`src/rtl/natv_dbg_master.sv`:
```
// Debug/boot bus master: parses read/write command packets from a byte stream,
// issues one native valid/ready bus transaction per packet, and streams back a status byte plus any read data.
module natv_dbg_master #(
    parameter int TIMEOUT_CYC = 1024,
    parameter int CNT_W       = $clog2(TIMEOUT_CYC)
) (
    input  logic        clk_i,
    input  logic        rst_n_i,
    input  logic        rx_valid_i,
    input  logic [7:0]  rx_data_i,
    output logic        rx_ready_o,
    output logic        tx_valid_o,
    output logic [7:0]  tx_data_o,
    input  logic        tx_ready_i,
    output logic        natv_valid_o,
    output logic [31:0] natv_addr_o,
    output logic [31:0] natv_wdata_o,
    output logic [3:0]  natv_wstrb_o,
    input  logic [31:0] natv_rdata_i,
    input  logic        natv_ready_i,
    output logic        busy_o
);

    typedef enum logic [2:0] {
        S_IDLE = 3'd0,
        S_ADDR = 3'd1,
        S_DATA = 3'd2,
        S_BUS  = 3'd3,
        S_RESP = 3'd4
    } state_e;

    localparam logic [7:0] OP_READ  = 8'h01;
    localparam logic [7:0] OP_WRITE = 8'h02;
    localparam logic [7:0] ST_OK    = 8'h00;
    localparam logic [7:0] ST_TMO   = 8'h01;
    localparam logic [7:0] ST_BADOP = 8'h02;

    state_e      state_q, state_d;
    logic [1:0]  byte_cnt_q, byte_cnt_d;
    logic [2:0]  tx_idx_q, tx_idx_d;
    logic        is_write_q, is_write_d;
    logic [31:0] addr_q, addr_d;
    logic [31:0] wdata_q, wdata_d;
    logic [31:0] rdata_q, rdata_d;
    logic [7:0]  status_q, status_d;
    logic [CNT_W-1:0] tmo_q, tmo_d;
    logic        rx_ready_q, rx_ready_d;
    logic        natv_valid_q, natv_valid_d;
    logic        tx_valid_q, tx_valid_d;

    logic        rx_fire;
    logic        tx_fire;
    logic        tmo_hit;
    logic [2:0]  tx_last;

    assign rx_fire = rx_valid_i && rx_ready_q;
    assign tx_fire = tx_valid_q && tx_ready_i;
    assign tmo_hit = (tmo_q == CNT_W'(TIMEOUT_CYC - 1));
    // Writes and bad opcodes answer with the status byte alone; reads append 4 data bytes.
    assign tx_last = (is_write_q || status_q == ST_BADOP) ? 3'd0 : 3'd4;

    always_ff @(posedge clk_i or negedge rst_n_i) begin
        if (!rst_n_i) begin
            state_q      <= S_IDLE;
            byte_cnt_q   <= '0;
            tx_idx_q     <= '0;
            is_write_q   <= 1'b0;
            addr_q       <= '0;
            wdata_q      <= '0;
            rdata_q      <= '0;
            status_q     <= '0;
            tmo_q        <= '0;
            rx_ready_q   <= 1'b0;
            natv_valid_q <= 1'b0;
            tx_valid_q   <= 1'b0;
        end else begin
            state_q      <= state_d;
            byte_cnt_q   <= byte_cnt_d;
            tx_idx_q     <= tx_idx_d;
            is_write_q   <= is_write_d;
            addr_q       <= addr_d;
            wdata_q      <= wdata_d;
            rdata_q      <= rdata_d;
            status_q     <= status_d;
            tmo_q        <= tmo_d;
            rx_ready_q   <= rx_ready_d;
            natv_valid_q <= natv_valid_d;
            tx_valid_q   <= tx_valid_d;
        end
    end

    always_comb begin
        state_d = state_q;
        case (state_q)
            S_IDLE: begin
                if (rx_fire) begin
                    if (rx_data_i == OP_READ || rx_data_i == OP_WRITE) begin
                        state_d = S_ADDR;
                    end else begin
                        state_d = S_RESP;
                    end
                end
            end
            S_ADDR: begin
                if (rx_fire && byte_cnt_q == 2'd3) begin
                    state_d = is_write_q ? S_DATA : S_BUS;
                end
            end
            S_DATA: begin
                if (rx_fire && byte_cnt_q == 2'd3) begin
                    state_d = S_BUS;
                end
            end
            S_BUS: begin
                if (natv_ready_i || tmo_hit) begin
                    state_d = S_RESP;
                end
            end
            S_RESP: begin
                if (tx_fire && tx_idx_q == tx_last) begin
                    state_d = S_IDLE;
                end
            end
            default: state_d = S_IDLE;
        endcase
    end

    always_comb begin
        byte_cnt_d = byte_cnt_q;
        tx_idx_d   = tx_idx_q;
        is_write_d = is_write_q;
        addr_d     = addr_q;
        wdata_d    = wdata_q;
        rdata_d    = rdata_q;
        status_d   = status_q;
        tmo_d      = '0;
        case (state_q)
            S_IDLE: begin
                byte_cnt_d = '0;
                tx_idx_d   = '0;
                if (rx_fire) begin
                    is_write_d = (rx_data_i == OP_WRITE);
                    if (rx_data_i != OP_READ && rx_data_i != OP_WRITE) begin
                        status_d = ST_BADOP;
                    end
                end
            end
            S_ADDR: begin
                if (rx_fire) begin
                    addr_d[{byte_cnt_q, 3'b000} +: 8] = rx_data_i;
                    byte_cnt_d = byte_cnt_q + 2'd1;
                end
            end
            S_DATA: begin
                if (rx_fire) begin
                    wdata_d[{byte_cnt_q, 3'b000} +: 8] = rx_data_i;
                    byte_cnt_d = byte_cnt_q + 2'd1;
                end
            end
            S_BUS: begin
                tmo_d = tmo_q + CNT_W'(1);
                // A same-edge ready beats the timeout.
                if (natv_ready_i) begin
                    rdata_d  = natv_rdata_i;
                    status_d = ST_OK;
                end else if (tmo_hit) begin
                    rdata_d  = '0;
                    status_d = ST_TMO;
                end
            end
            S_RESP: begin
                if (tx_fire) begin
                    tx_idx_d = tx_idx_q + 3'd1;
                end
            end
            default: ;
        endcase
        rx_ready_d   = (state_d == S_IDLE) || (state_d == S_ADDR) || (state_d == S_DATA);
        natv_valid_d = (state_d == S_BUS);
        tx_valid_d   = (state_d == S_RESP);
    end

    always_comb begin
        case (tx_idx_q)
            3'd1:    tx_data_o = rdata_q[7:0];
            3'd2:    tx_data_o = rdata_q[15:8];
            3'd3:    tx_data_o = rdata_q[23:16];
            3'd4:    tx_data_o = rdata_q[31:24];
            default: tx_data_o = status_q;
        endcase
        busy_o = (state_q != S_IDLE);
    end

    assign rx_ready_o   = rx_ready_q;
    assign tx_valid_o   = tx_valid_q;
    assign natv_valid_o = natv_valid_q;
    assign natv_addr_o  = addr_q;
    assign natv_wdata_o = wdata_q;
    assign natv_wstrb_o = {4{is_write_q}};

endmodule

```
`config.mk`:
```
export PLATFORM = sky130hd
export DESIGN_NAME = natv_dbg_master
export DESIGN_NICKNAME = d
export VERILOG_FILES = /design/src/rtl/natv_dbg_master.sv
export SDC_FILE = /design/constraint.sdc
export NUM_CORES = 1
export LEC_CHECK = 0
export BUFFER_PORTS_ARGS = -buffer_cell sky130_fd_sc_hd__buf_2
export CORE_ASPECT_RATIO = 0.7
export CORE_MARGIN = 3
export CORE_UTILIZATION = 30
export CTS_CLUSTER_DIAMETER = 80
export CTS_CLUSTER_SIZE = 28
export DETAILED_ROUTE_END_ITERATION = 10
export SLEW_MARGIN = 20
export SYNTH_ARGS = -nofsm -noshare
export SYNTH_HDL_FRONTEND = slang
export SYNTH_SLANG_ARGS = --single-unit
export TNS_END_PERCENT = 30
```
`constraint.sdc`:
```
create_clock -name clk_i -period 2.6 [get_ports clk_i]
set_input_delay 0 -clock clk_i [delete_from_list [all_inputs] [get_ports clk_i]]
set_output_delay 0 -clock clk_i [all_outputs]
set_load 0.01 [all_outputs]
```
* Word level (Yosys, flattened, before mapping)
Index checks and enable logic that the tools add are counted.
** Word-level totals
- Bits in registers :: 126
- Input bits :: 45
- Output and inout port bits :: 80
- Word-level logic and storage cells :: 92
** Operators by class
- $add $sub $neg :: 4
- Eq/ne operators :: 25
- Shift operators :: 2
- Mux-type cells :: 24
- Reductions and logical operators :: 25
** Operators by type and width (count)
- bitwise mux 32 bit :: 2
- two-way mux 32 bit :: 2
- two-way mux 8 bit :: 4
- case mux 8 bit (4 select lines) :: 1
- variable shift 8 x 7 -> 32 bit (first input constant) :: 1
- variable part select 8 x 7 -> 32 bit :: 1
- two-way mux 3 bit :: 8
- equality test 3 x 2 -> 1 bit (second input constant) :: 6
- equality test 8 x 2 -> 1 bit (second input constant) :: 2
- case mux 8 bit (2 select lines) :: 1
- case mux 3 bit (5 select lines) :: 1
- AND reduction 2 bit :: 6
- adder 10 x 1 -> 10 bit (second input constant) :: 1
- equality test 10 bit (second input constant) :: 1
- two-way mux 10 bit :: 1
- equality test 3 x 1 -> 1 bit (second input constant) :: 3
- equality test 3 bit (second input constant) :: 3
- equality test 8 x 1 -> 1 bit (second input constant) :: 1
- != test 8 x 1 -> 1 bit (second input constant) :: 1
- != test 8 x 2 -> 1 bit (second input constant) :: 1
- nonzero test 2 bit :: 4
- negation 5 -> 7 bit :: 1
- logical NOT 3 bit :: 2
- != test 2 bit (second input constant) :: 3
- other kinds (15) :: 23

* Depth between registers and ports, before layout
- Depth after elaboration :: 10
- Gate-level depth with buffers :: 7
- Depth with buffers taken out :: 6

* Worst setup path after synthesis
Ideal clock, no wire load.
- Path type :: register -> register
- From :: reg tx_idx_q[0]
- To :: reg rx_ready_q, in the netlist rx_ready_o
- Setup time :: 0.078 ns
- Data arrival time :: 1.743 ns
- Required time :: 2.522 ns
- Slack :: 0.779 ns
- Cell stages (with the launch flop) :: 8
- Path buffers :: 1
- Clock period less this slack :: 1.821 ns
- Cells stage by stage :: dfrtp_1 inv_1 ha_1 and2_1 buf_4 or4b_1 a41oi_2 a21boi_1
** On the way
- Word-level cells in the longest chain between the ends :: 7
- Elaborated cells on any way between the ends :: 9
- Classes of those cells :: eq/ne: 3; mux: 2; reduce/logical: 4
** Ends and longest elaborated chain
- start, declared :: line 40 : logic [2:0] tx_idx_q, tx_idx_d;
- start signal, assigned :: line 79 : tx_idx_q <= tx_idx_d;
- equality test 3 bit * :: line 120 : if (tx_fire && tx_idx_q == tx_last) begin
- logical AND 1 bit * :: line 120
- two-way mux 3 bit * :: line 120
- case mux 3 bit (5 select lines) * :: line 94 : case (state_q)
- equality test 3 x 1 -> 1 bit or logical NOT 3 bit (tied branches) :: line 178 : rx_ready_d = (state_d == S_IDLE) || (state_d == S_ADDR) || (state_d == S_DATA);
- logical OR 1 bit :: line 178
- logical OR 1 bit * :: line 178
- net rx_ready_d :: line 47 : logic rx_ready_q, rx_ready_d;
- end signal, assigned :: line 86 : rx_ready_q <= rx_ready_d;
- end, declared :: line 47
Mark *: on every way through the listed nets, which the timed path passes. The rest lies on a longest branch.
A chain may end at the register's enable or synchronous reset.

* Worst setup path after layout
- From :: reg tx_idx_q[2]
- To :: out tx_data_o[0]
** On the way
- Word-level cells in the longest chain between the ends :: 2
- Elaborated cells on any way between the ends :: 5
- Classes of those cells :: eq/ne: 4; mux: 1
** Ends and longest elaborated chain
- equality test 3 bit (tied with other cells) :: line 184 : case (tx_idx_q)
- case mux 8 bit (4 select lines) * :: line 184
- end, declared :: line 13 : output logic [7:0] tx_data_o,
Every way passes the cells marked *; elsewhere a longest branch is shown, timed or not.

==> impl_metrics.tcl <==
set metrics [dict create \
    outcome "completed" \
    fmax_mhz 450.8 \
    grt_pass1_vias 4162 \
    power_mw 5.082 \
    p_sw_frac 0.2596 \
    portBuffers 124 \
    design.core.area_sq_um 16690 \
    p_comb_frac 0.146 \
    netlist.area_leader.share 0.5731 \
    avgSynthCellArea_sq_um 12.51 \
    syn_area_sq_um 5240 \
    ys_types 44 \
    mostFrequentLayoutCells "123 x buf_2, 120 x dfrtp_1, 50 x mux2_2" \
    grt.total_usage 0.1540 \
    fp-row-count 39 \
    die_h_microns 116.6 \
    hold_path_class "in -> reg" \
    holdWs_ns 0.05638 \
    worst_pin_slew_ns 0.8798 \
    synth-edff-count 0 \
    p_per_area_nw_per_um2 714.2 \
    fp.dieW_microns 164.0 \
    layout_commonest_cell "buf_2" \
    end_kind "output pin" \
    synth_warnings 0 \
    hold_violations 0 \
    tritoncts "built" \
    clk_latency_ns 0.41 \
    wl_per_cell_microns 17.10 \
    ys_top_cells_by_area "dfrtp_1 57%, mux2_2 11%, a22o_1 8.0%, and2_1 3.3%, ha_1 2.4%" \
    io-pin-count 125 \
    numCtsBuffers 17 \
    grt_max_degree 57 \
    area_growth_pct 35.79 \
    cpPeakStageDelay_ns 0.60 \
    synthesis.instances 419 \
    cp_max_fo 15 \
    grt_pass1_wl_mm 22.67 \
    fin_crit_sh 0.8531 \
    dp_hpwl_mm 10.01 \
    critPathLaunchType "flop" \
    arrival_ns 2.22 \
    critPathKind "reg -> out" \
    rsz0062_at_grt "false" \
    cts.repair.resized 0 \
    antenna_found_initial 0 \
    initial_core_util 0.3140 \
    final_area_sq_um 7116 \
    ys.flop_type "dfrtp_1" \
    vias 4034 \
    cts_sinks 120 \
    htreeDepth 4 \
    worstPathRequired_ns 2.60 \
    drc 0 \
    cpMaxStageDelayCell "dfrtp_1" \
    clk_path_buf_depth 2 \
    final_antenna_net_count 0 \
    num_antenna_cells 0 \
    fin_worst_skew_ns 0.007097 \
    die_area_sq_um 19110 \
    gp_congestion 0.7863 \
    synthesis.nets 474 \
    drt-initial-drc-count 286 \
    period_minus_slack_ns 2.218 \
    viasPerCell 4.878 \
    power.switching_mw 1.319 \
    fin_setup_tns_ns 0 \
    leakagePower_nw 3.579 \
    grt_overflow_total 0 \
    yosys_register_bits 120 \
    setup-violations-final 0 \
    power_frac_seq 0.402 \
    p_int_mw 3.763 \
    routed_wl_mm 14.14 \
    pwr-share-clk 0.452 \
    fin_nets 646 \
    slew_headroom 0.4122 \
    stdcell_count 827 \
    maxCapViolCount 0 \
    path_cells "inv_1 -> ha_1 -> a22oi_1 -> o21ai_0 -> mux2_2 -> buf_2" \
    clockRootBuffer "clkbuf_16" \
    clkSlewWorstSetupHoldPaths_ns 0.06 \
    placed_cell_area_sq_um 6113 \
    drv_slew 0 \
    drive_gt1_frac 0.3638 \
    async_reset_ff_frac 1.000 \
    dp_cells 755 \
    ir_drop_uv 337.4 \
    synth_top_area_cell "dfrtp_1" \
    ys_seq_area_frac 0.5731 \
    first_pass_iters 5 \
]
-- final timing paths --
| kind | startpoint | to | slack, ns | depth (start not counted) |
|---|---|---|---|---|
| max | tx_idx_q[2]$_DFFE_PN0P_ | tx_data_o[0] | 0.38 | 6 |
| min reg2reg | tmo_q[0]$_DFF_PN0_ | tmo_q[0]$_DFF_PN0_ | 0.45 | 1 |
| min in group asynchronous | rst_n_i | rdata_q[3]$_DFFE_PN0P_ | 0.20 | 2 |
| max reg2reg | byte_cnt_q[0]$_DFFE_PN0P_ | natv_wdata_o[15]$_DFFE_PN0P_ | 0.47 | 5 |
| min | rx_valid_i | byte_cnt_q[1]$_DFFE_PN0P_ | 0.06 | 4 |
| max in group asynchronous | rst_n_i | natv_wdata_o[18]$_DFFE_PN0P_ | 1.56 | 3 |
-- synthesized netlist by cell type, types with 2 or more instances --
master / instances
dfrtp_1: 120
mux2_2: 50
a22o_1: 48
and2_1: 28
nor2_1: 19
nand2_1: 18
a22oi_1: 16
o21ai_0: 13
ha_1: 10
clkbuf_1: 9
inv_1: 9
nand3_1: 8
a21oi_1: 7
buf_2: 7
xor2_1: 7
buf_4: 6
nor3_1: 4
o21a_1: 4
nor3_2: 3
and3_1: 2
nand2b_1: 2
nand4_1: 2
nor3b_1: 2
o22a_1: 2
o22ai_1: 2
or2_2: 2
xnor2_1: 2
-- cell families after synthesis --
logic type	after synthesis	share of synthesized area
and+or+nand+nor	99	0.1046
muxes	50	0.1074
AOI/OAI and AO/OA	100	0.1478
buffers and inverters	31	0.02817
adders and majority gates	10	0.02388
DFF	120	0.5731
xor gates and xnor gates	9	0.01504
-- state kept, by name, summed over array words and instances (netlist names) --
name	cells
natv_addr_o	32
natv_wdata_o	32
is_write_q	1
tx_valid_o	1
tmo_q	10
status_q	2
state_q	3
rx_ready_o	1
byte_cnt_q	2
natv_valid_o	1
rdata_q	32
tx_idx_q	3
-- power groups by stage --
stage	clock network, mW	logic [mW]	registers (mW)
after floorplan	0	0.432	2.04
after global routing	2.45	0.821	2.05
after CTS	2.35	0.744	2.04
after global placement	0	0.675	2.07
after detailed placement	0	0.692	2.07
final	2.30	0.742	2.04
-- critical path, delay by kind of cell (launching register included) --
kind | cells | cell delay (ns)
AO/OA/AOI/OAI | 2 | 0.32
buffers and inverters | 2 | 0.26
adder cells (fa/ha/maj) | 1 | 0.35
flip-flops | 1 | 0.60
multiplexers | 1 | 0.28
-- layer usage --
metal	global-route usage	part of all wire
met1	0.2087	0.46
met2	0.2401	0.47
met3	0.04006	0.053
met5	0	0
met4	0.05634	0.014
-- through the flow --
| step | util | setup WS, ns |
|---|---|---|
| 2_1_floorplan | - | 0.7794 |
| 4_1_cts | 0.4264 | 0.3671 |
| 3_5_place_dp | 0.3663 | 0.4482 |
| 6_report | 0.4264 | 0.3819 |
| 3_3_place_gp | 0.3663 | 0.5148 |
| 5_1_grt | 0.4264 | 0.1774 |
-- what timing repair did --
action,4_1_cts,5_1_grt
endpoints found under the hold margin,103,0
buffers inserted,0,0
hold buffers,42,0
-- layout make-up --
cell class                 instances  area [sq um]
tap                              225         281.5
sequential                       120          3003
timing repair buffer             175          1124
clock inverter                     7         93.84
clock buffer                      23         488.0
fill                            1580          9573
multi-input combinational        268          2092
inverter                           9         33.78
No activity file was read; power rests on OpenSTA's default activity.
